## src/rtl/decryption_cfg_master.sv

```systemverilog
// -----------------------------------------------------------------------------
// decryption_cfg_master
//
// Register-access initiator for the decryption core's configuration register
// bank (select, caesar_key, scytale_key, zigzag_key). It takes one read or
// write command at a time over a valid/ready handshake, issues a single-cycle
// read/write strobe to the bank, waits for the bank's registered `done` (or
// gives up after TIMEOUT_CYCLES wait cycles), and hands back a response over a
// second valid/ready handshake.
//
// Parameters
//   ADDR_WIDTH      register address width
//   REG_WIDTH       register data width
//   TIMEOUT_CYCLES  wait cycles before an access is aborted (1..255)
//
// Ports
//   i_clk, i_rst_n       clock, synchronous active-low reset
//   i_cmd_valid          command present
//   o_cmd_ready          block can accept a command (IDLE only)
//   i_cmd_write          1 = write, 0 = read
//   i_cmd_addr           target register address
//   i_cmd_wdata          write data (latched for reads too, unused by bank)
//   o_resp_valid         response present (RESP only)
//   i_resp_ready         consumer accepts the response
//   o_resp_rdata         read data; 0 for writes, errors and timeouts
//   o_resp_error         bank error or timeout
//   o_resp_timeout       `done` not seen in time
//   o_addr, o_wdata      address / write data to the bank, held between commands
//   o_read, o_write      one-cycle access strobes to the bank
//   i_rdata              read data from the bank
//   i_done               access complete, one cycle after the strobe
//   i_error              invalid-address flag, qualified by i_done
//   o_busy               high in every state except IDLE
// -----------------------------------------------------------------------------
module decryption_cfg_master #(
  parameter int ADDR_WIDTH     = 8,
  parameter int REG_WIDTH      = 16,
  parameter int TIMEOUT_CYCLES = 15
) (
  input  logic                  i_clk,
  input  logic                  i_rst_n,
  // command channel
  input  logic                  i_cmd_valid,
  output logic                  o_cmd_ready,
  input  logic                  i_cmd_write,
  input  logic [ADDR_WIDTH-1:0] i_cmd_addr,
  input  logic [REG_WIDTH-1:0]  i_cmd_wdata,
  // response channel
  output logic                  o_resp_valid,
  input  logic                  i_resp_ready,
  output logic [REG_WIDTH-1:0]  o_resp_rdata,
  output logic                  o_resp_error,
  output logic                  o_resp_timeout,
  // register bank side
  output logic [ADDR_WIDTH-1:0] o_addr,
  output logic                  o_read,
  output logic                  o_write,
  output logic [REG_WIDTH-1:0]  o_wdata,
  input  logic [REG_WIDTH-1:0]  i_rdata,
  input  logic                  i_done,
  input  logic                  i_error,
  // status
  output logic                  o_busy
);

  typedef enum logic [1:0] {
    S_IDLE  = 2'd0,
    S_ISSUE = 2'd1,
    S_WAIT  = 2'd2,
    S_RESP  = 2'd3
  } state_t;

  // Compared against a 9-bit incremented count so the limit test cannot wrap.
  localparam logic [8:0] LP_TIMEOUT = 9'(TIMEOUT_CYCLES);

  state_t                r_state;
  state_t                w_next_state;

  logic                  r_write;
  logic [ADDR_WIDTH-1:0] r_addr;
  logic [REG_WIDTH-1:0]  r_wdata;
  logic [7:0]            r_cnt;
  logic [REG_WIDTH-1:0]  r_resp_rdata;
  logic                  r_resp_error;
  logic                  r_resp_timeout;

  logic                  w_accept;
  logic                  w_done_hit;
  logic                  w_timeout_hit;
  logic [8:0]            w_cnt_inc;

  // Saturating 8-bit increment: the wait counter must never wrap back to 0.
  function automatic logic [7:0] sat_inc(input logic [7:0] v);
    sat_inc = (v == 8'hFF) ? v : v + 8'd1;
  endfunction

  assign w_cnt_inc = {1'b0, r_cnt} + 9'd1;

  // ---------------------------------------------------------------------------
  // State register
  // ---------------------------------------------------------------------------
  always_ff @(posedge i_clk) begin
    if (!i_rst_n) begin
      r_state <= S_IDLE;
    end else begin
      r_state <= w_next_state;
    end
  end

  // ---------------------------------------------------------------------------
  // Next-state decode
  // ---------------------------------------------------------------------------
  always_comb begin
    w_next_state  = r_state;
    w_accept      = 1'b0;
    w_done_hit    = 1'b0;
    w_timeout_hit = 1'b0;
    case (r_state)
      S_IDLE: begin
        if (i_cmd_valid) begin
          w_accept     = 1'b1;
          w_next_state = S_ISSUE;
        end
      end
      S_ISSUE: begin
        w_next_state = S_WAIT;
      end
      S_WAIT: begin
        // done takes priority over a timeout landing on the same edge
        if (i_done) begin
          w_done_hit   = 1'b1;
          w_next_state = S_RESP;
        end else if (w_cnt_inc >= LP_TIMEOUT) begin
          w_timeout_hit = 1'b1;
          w_next_state  = S_RESP;
        end
      end
      S_RESP: begin
        if (i_resp_ready) begin
          w_next_state = S_IDLE;
        end
      end
      default: begin
        w_next_state = S_IDLE;
      end
    endcase
  end

  // ---------------------------------------------------------------------------
  // Command latch: bank address/data only move when a command is accepted, so
  // the bank's continuous address decode never sees a glitch.
  // ---------------------------------------------------------------------------
  always_ff @(posedge i_clk) begin
    if (!i_rst_n) begin
      r_write <= 1'b0;
      r_addr  <= '0;
      r_wdata <= '0;
    end else if (w_accept) begin
      r_write <= i_cmd_write;
      r_addr  <= i_cmd_addr;
      r_wdata <= i_cmd_wdata;
    end
  end

  // ---------------------------------------------------------------------------
  // Wait counter: cleared during the strobe cycle, counts WAIT cycles
  // ---------------------------------------------------------------------------
  always_ff @(posedge i_clk) begin
    if (!i_rst_n) begin
      r_cnt <= '0;
    end else begin
      case (r_state)
        S_ISSUE: r_cnt <= '0;
        S_WAIT:  r_cnt <= sat_inc(r_cnt);
        default: r_cnt <= r_cnt;
      endcase
    end
  end

  // ---------------------------------------------------------------------------
  // Response capture: written only on the edge that leaves WAIT, then held
  // untouched through RESP so backpressure sees stable fields.
  // ---------------------------------------------------------------------------
  always_ff @(posedge i_clk) begin
    if (!i_rst_n) begin
      r_resp_rdata   <= '0;
      r_resp_error   <= 1'b0;
      r_resp_timeout <= 1'b0;
    end else if (w_done_hit) begin
      r_resp_error   <= i_error;
      r_resp_timeout <= 1'b0;
      // bank data is only meaningful for a successful read
      r_resp_rdata   <= (!r_write && !i_error) ? i_rdata : '0;
    end else if (w_timeout_hit) begin
      r_resp_error   <= 1'b1;
      r_resp_timeout <= 1'b1;
      r_resp_rdata   <= '0;
    end
  end

  // ---------------------------------------------------------------------------
  // Outputs: registers, or decodes of the state register and latched command
  // ---------------------------------------------------------------------------
  assign o_cmd_ready    = (r_state == S_IDLE);
  assign o_busy         = (r_state != S_IDLE);
  assign o_resp_valid   = (r_state == S_RESP);
  assign o_read         = (r_state == S_ISSUE) && !r_write;
  assign o_write        = (r_state == S_ISSUE) &&  r_write;
  assign o_addr         = r_addr;
  assign o_wdata        = r_wdata;
  assign o_resp_rdata   = r_resp_rdata;
  assign o_resp_error   = r_resp_error;
  assign o_resp_timeout = r_resp_timeout;

endmodule

```

## config.mk

```make
export PLATFORM = sky130hd
export DESIGN_NAME = decryption_cfg_master
export DESIGN_NICKNAME = d
export VERILOG_FILES = /design/src/rtl/decryption_cfg_master.sv
export SDC_FILE = /design/constraint.sdc
export NUM_CORES = 1
export LEC_CHECK = 0
export CORE_MARGIN = 2
export CORE_UTILIZATION = 35
export CTS_BUF_LIST = sky130_fd_sc_hd__clkbuf_8
export CTS_CLUSTER_DIAMETER = 100
export DETAILED_ROUTE_END_ITERATION = 12
export PLACE_DENSITY = 0.68
export SLEW_MARGIN = 0
export SYNTH_ARGS = -nofsm -noshare
export SYNTH_HDL_FRONTEND = slang
export SYNTH_SLANG_ARGS = --single-unit
```

## constraint.sdc

```tcl
create_clock -name i_clk -period 2 [get_ports i_clk]
set_input_delay 0.4 -clock i_clk [delete_from_list [all_inputs] [get_ports i_clk]]
set_output_delay 0.4 -clock i_clk [all_outputs]
set_load 0.05 [all_outputs]
```

* Yosys cells after proc, flatten, opt, wreduce, memory -nomap -nowiden
Index checks and enable logic that the tools add are counted. Widths: inputs -> output; s select.
Operators by class: add/subtract/negate cells 2, order comparisons 1, eq/ne operators 8, muxes and demuxes 19, bitwise logic cells 1, reduce and logical (&&, ||, !) cells 12
Operator list (number):
- $mux 16 | 3
- $pmux 8 s2 | 1
- $add 8x1->9 const B | 1
- $ge 9x4->1 const B | 1
- $mux 1 | 9
- $add 8x1->8 const B | 1
- $eq 8x8->1 const B | 1
- $mux 2 | 4
- $mux 8 | 1
- $pmux 2 s4 | 1
- $reduce_bool 2->1 | 3
- $eq 2x2->1 const B | 2
- $ne 2x2->1 const B | 2
- $logic_and 1x1->1 | 3
- $ne 3x3->1 const B | 1
- $reduce_and 3->1 | 1
- $eq 2x1->1 const B | 1
- $logic_not 1->1 | 2
- $logic_not 2->1 | 1
- $ne 2x1->1 const B | 1
- $reduce_and 2->1 | 1
- $reduce_or 2->1 | 1
- $not 1->1 | 1
Word-level totals: register bits after elaboration 53, bits of input ports 47, output and inout port bits 47, word-level logic and storage cells 51

* Longest topological paths before layout
Gate-level depths: netlist of run 1.
depth in word-level cells 7, mapped depth 10, gate-level depth less buffers 8

* Worst setup path before layout of run 1
Ideal clock, no wire load.
kind reg-to-reg, from reg r_state[0], to reg r_addr[0], in the netlist o_addr[0], setup time 76 ps, data arrival time 2165 ps, data required time 1924 ps, slack -241 ps, stages on the path, launching flop included 8, buffers on the path 1, period minus slack after synthesis 2241 ps, cell sequence dfxtp_1 -> inv_1 -> ha_1 -> inv_1 -> nor2_1 -> clkbuf_1 -> nand2_1 -> a21boi_0
On the way: longest elaborated chain between the ends 2
Ends and longest elaborated chain:
- start, declared | RTL line 76 | state_t r_state;
- start signal, assigned | RTL line 106 | r_state <= w_next_state;
- $logic_not 2->1
- net o_cmd_ready | RTL line 44 | output logic o_cmd_ready,
- $mux 1 | RTL line 118 | case (r_state)
- end signal, assigned | RTL line 160 | r_addr <= i_cmd_addr;
- end, declared | RTL line 80 | logic [ADDR_WIDTH-1:0] r_addr;
The timed path passes the listed nets, and every way through them passes these cells. A chain may end at the register's enable or synchronous reset.

* Worst setup path in the final report of run 1
from reg r_cnt[0], to reg r_state[1]
On the way: longest elaborated chain between the ends 4
Ends and longest elaborated chain:
- start, declared | RTL line 82 | logic [7:0] r_cnt;
- start signal, assigned | RTL line 174 | S_WAIT: r_cnt <= sat_inc(r_cnt);
- start signal, assigned | RTL line 175 | default: r_cnt <= r_cnt;
- $add 8x1->9 | RTL line 97 | assign w_cnt_inc = {1'b0, r_cnt} + 9'd1;
- $ge 9x4->1 | RTL line 133 | end else if (w_cnt_inc >= LP_TIMEOUT) begin
- $ne 3x3->1 (no line)
- $reduce_and 3->1 (no line)
Every way passes these cells.

==> results.md, run 1 <==
- Outcome: complete, no violations
- Fmax: around 510 MHz
- Number of synthesized flops with an enable pin: 0
- Ant. Diodes: 0
- Min Tclk post-route: a little under 2 ns
- Critical path's top delay family: compound AO/OA/AOI/OAI gates
- Worst setup EP type: register
- Pwr Density: 1020 nW/um2
- Required time of the critical path: 2.18 ns
- Most used DFF post-synth: dfxtp_1
- Adder-Cell Fraction of Synth Area: 3.17%
- Largest area contributor in the netlist: dfxtp_1
- VDD IR max: between 500 and 600 uV
- Initial core utilization: 36.7%
- MaxCap Viol Count: 0
- Post-synth net total: around 310
- Final setup vio count: 0
- # IOs: 94
- Complex-gate fraction of the synthesized area: about 27%
- Initial antenna violation count: 0
- Most numerous cell in the Yosys netlist: nand2_1
- WP buf/inv: 2
- Vias in the first global route: slightly above 2000
- Post-route setup slack: 0.0451 ns
- Post-synthesis mux area share: less than 1%
- Vias: ~2200
- Layout area overhead: 49.4%
- Total CTS buffers: 5
- Port bufs: a little over 90
- WS Path Type: register to register
- Largest family of logic cells by synthesized area: compound AO/OA/AOI/OAI gates
- Ys Warns: 0
- Hold crit path type: register to register
- Die Span Y: ~86 um
- Slowest CP cell: dfxtp_4
- Hold Violations, Final: 0
- Synth cell count leaders: nand2_1, dfxtp_1, a21boi_0, a21o_1, a22o_1
- Slowest stage delay, CP: 0.39 ns
- TritonCTS clock tree: yes
- Crit-path cells: inv_2, ha_4, nor2_2, o21ai_1, o32ai_2, a211oi_2, buf_4, a221o_1, mux2i_1
- Cell area after synthesis: 2370 um2
- Synth top area share: 44.7%
- Drt first pass iters: 4
- Drt wl/cell: about 13 um
- CP max FO: 4
- Worst-path clk slew: around 0.090 ns
- WP data arrival: 2.14 ns
- Nets: 410
- Post-synthesis xor/xnor area fraction: 0.369%
- Ratio of final minimum period to clock period: approximately 98%
- Global-route wire length before repair: 9110 um
- Ys async rst share: 0%
- Clock buffer depth: 2
- Max Slew Vio Count: 0
- Routability Congestion: 0.773
- Chip width: ~86 um
- Leakage: approximately 1.5 nW
- Pre-CTS setup slack: -0.217 ns
- # clock sinks: 53
- H-Tree Depth: 2
- Hold Worst Slack: ~0.46 ns
- Share of cells above drive strength 1: about an eighth
- Synth unique cells: 44
- Crit start category: register
- Simple-gate share of the synthesized area: 18.0%
- #FFs+latches synth: between 50 and 60
- Slew @ Worst Pin: about 0.68 ns
- GRT Util Overall: about 15%
- Core Area: approximately 6500 um2
- DP HPWL: 4030 um
- RSZ-0062 raised after global routing: yes
- Largest net degree at the start of global routing: 31
- Final wirelength: between 5000 and 6000 um
- # DRC: 0
- Sequential share of the synthesized area: roughly 45%
- DR iter-0 viols: 77
- Syn Inst Count: between 200 and 300
- Post-route ant nets: 0
- Rel. slew slack: a little over half
- Fill cell count: slightly below 600
- Top area cells in the synthesized netlist: dfxtp_1, nand2_1, a21boi_0
- Die footprint: 7450 um2
- Final Skew: about 0.012 ns
- Standard-cell row count: 29
- Grt ovf: 0
- Clk_lat worst skew: approximately 0.30 ns
- Setup TNS: 0 ns
- Vias/cell: 5.01
- Avg Cell Area, Syn: roughly 9.2 um2
- Clock root cell: clkbuf_8
==> state kept, by name, indices dropped and copies added (netlist names) <==
register / count
o_addr: 8
o_resp_error: 1
o_resp_rdata: 16
o_resp_timeout: 1
o_wdata: 16
r_cnt: 8
r_state: 2
r_write: 1
==> routing by layer <==
layer  up-vias  part of all wire (%)  track usage [%]
met5         -                     0                0
met4         0                  0.53             3.41
met3         2                   8.7             6.29
met2        76                    46             26.0
met1      1001                    45             17.2
li1       1101                     -                -
==> path summary, 6_finish.rpt <==
path | start | endpoint | slack [ns] | depth (start not counted)
max | r_cnt[0]$_SDFFE_PN0P_ | r_state[1]$_SDFFE_PN0P_ | 0.05 | 9
min | o_addr[7]$_SDFFE_PN0P_ | o_addr[7]$_SDFFE_PN0P_ | 0.46 | 2
max reg2reg | r_cnt[0]$_SDFFE_PN0P_ | r_state[1]$_SDFFE_PN0P_ | 0.05 | 9
min reg2reg | o_addr[7]$_SDFFE_PN0P_ | o_addr[7]$_SDFFE_PN0P_ | 0.46 | 2
==> cells by family after synthesis <==
family	after synthesis
and+or+nand+nor	92
AOI/OAI and AO/OA	82
DFF	53
buffers and inverters	24
adders and majority gates	6
xor gates and xnor gates	1
muxes	1
==> cells in the final DEF, fill, tap and decap left out, types with 9 or more instances in the layout <==
| cell | n |
|---|---|
| nand2_1 | 60 |
| buf_4 | 16 |
| a21oi_1 | 9 |
| clkdlybuf4s50_1 | 88 |
| a21boi_0 | 25 |
| a21o_1 | 17 |
| a22o_1 | 16 |
| dfxtp_1 | 50 |
| inv_1 | 9 |
==> through the flow <==
step	instance area, um2	total power, mW	util [%]	cells
final	3540	3.60	54.8	435
after global routing	3540	3.82	54.8	435
after CTS	3510	3.65	54.4	433
after detailed placement	3390	3.05	52.6	424
after global placement	3390	3.03	52.6	424
after floorplan	2370	2.40	-	259
==> power breakdown <==
group          internal, mW  leakage, nW  switching (mW)  total (mW)
Clock                 0.235       0.0519           0.332       0.567
Combinational         0.653         1.01            1.08        1.73
Sequential             1.21        0.434          0.0990        1.31
Total                  2.10         1.49            1.51        3.60
==> cell type report <==
class                   count  area, um2  area share (%)
inverters                   8       30.0           0.848
multi-input cells         182       1200            34.0
well taps                  77       96.3            2.72
flip-flops and latches     53       1070            30.2
repair buffers            107       1060            30.0
clock buffers               5       68.8            1.94
clock inverters             3       11.3           0.318
==> worst min-delay path, cell delays in order (launching register included) <==
cell	delay, ns
dfxtp_1	0.32
nand2_1	0.04
a21boi_0	0.06
==> what timing repair did <==
item,CTS,global route
endpoints found under the hold margin,0,0
hold buffers,0,0
pin swaps,6,6
endpoints found under the setup margin,18,18
gates resized for setup,8,5
buffers inserted,1,2
Note: power is estimated with default switching activity, not from simulation.
==> inputs of run 2 (changes only) <==
--- a/config.mk
+++ b/config.mk
@@ -10,8 +10,9 @@
 export CTS_BUF_LIST = sky130_fd_sc_hd__clkbuf_8
 export CTS_CLUSTER_DIAMETER = 100
 export DETAILED_ROUTE_END_ITERATION = 12
+export HOLD_SLACK_MARGIN = 0.1
 export PLACE_DENSITY = 0.68
-export SLEW_MARGIN = 0
+export SLEW_MARGIN = 20
 export SYNTH_ARGS = -nofsm -noshare
 export SYNTH_HDL_FRONTEND = slang
 export SYNTH_SLANG_ARGS = --single-unit
==> results of run 2 <==
Same layout as run 1: the final DEF is identical, and so are final timing and power.
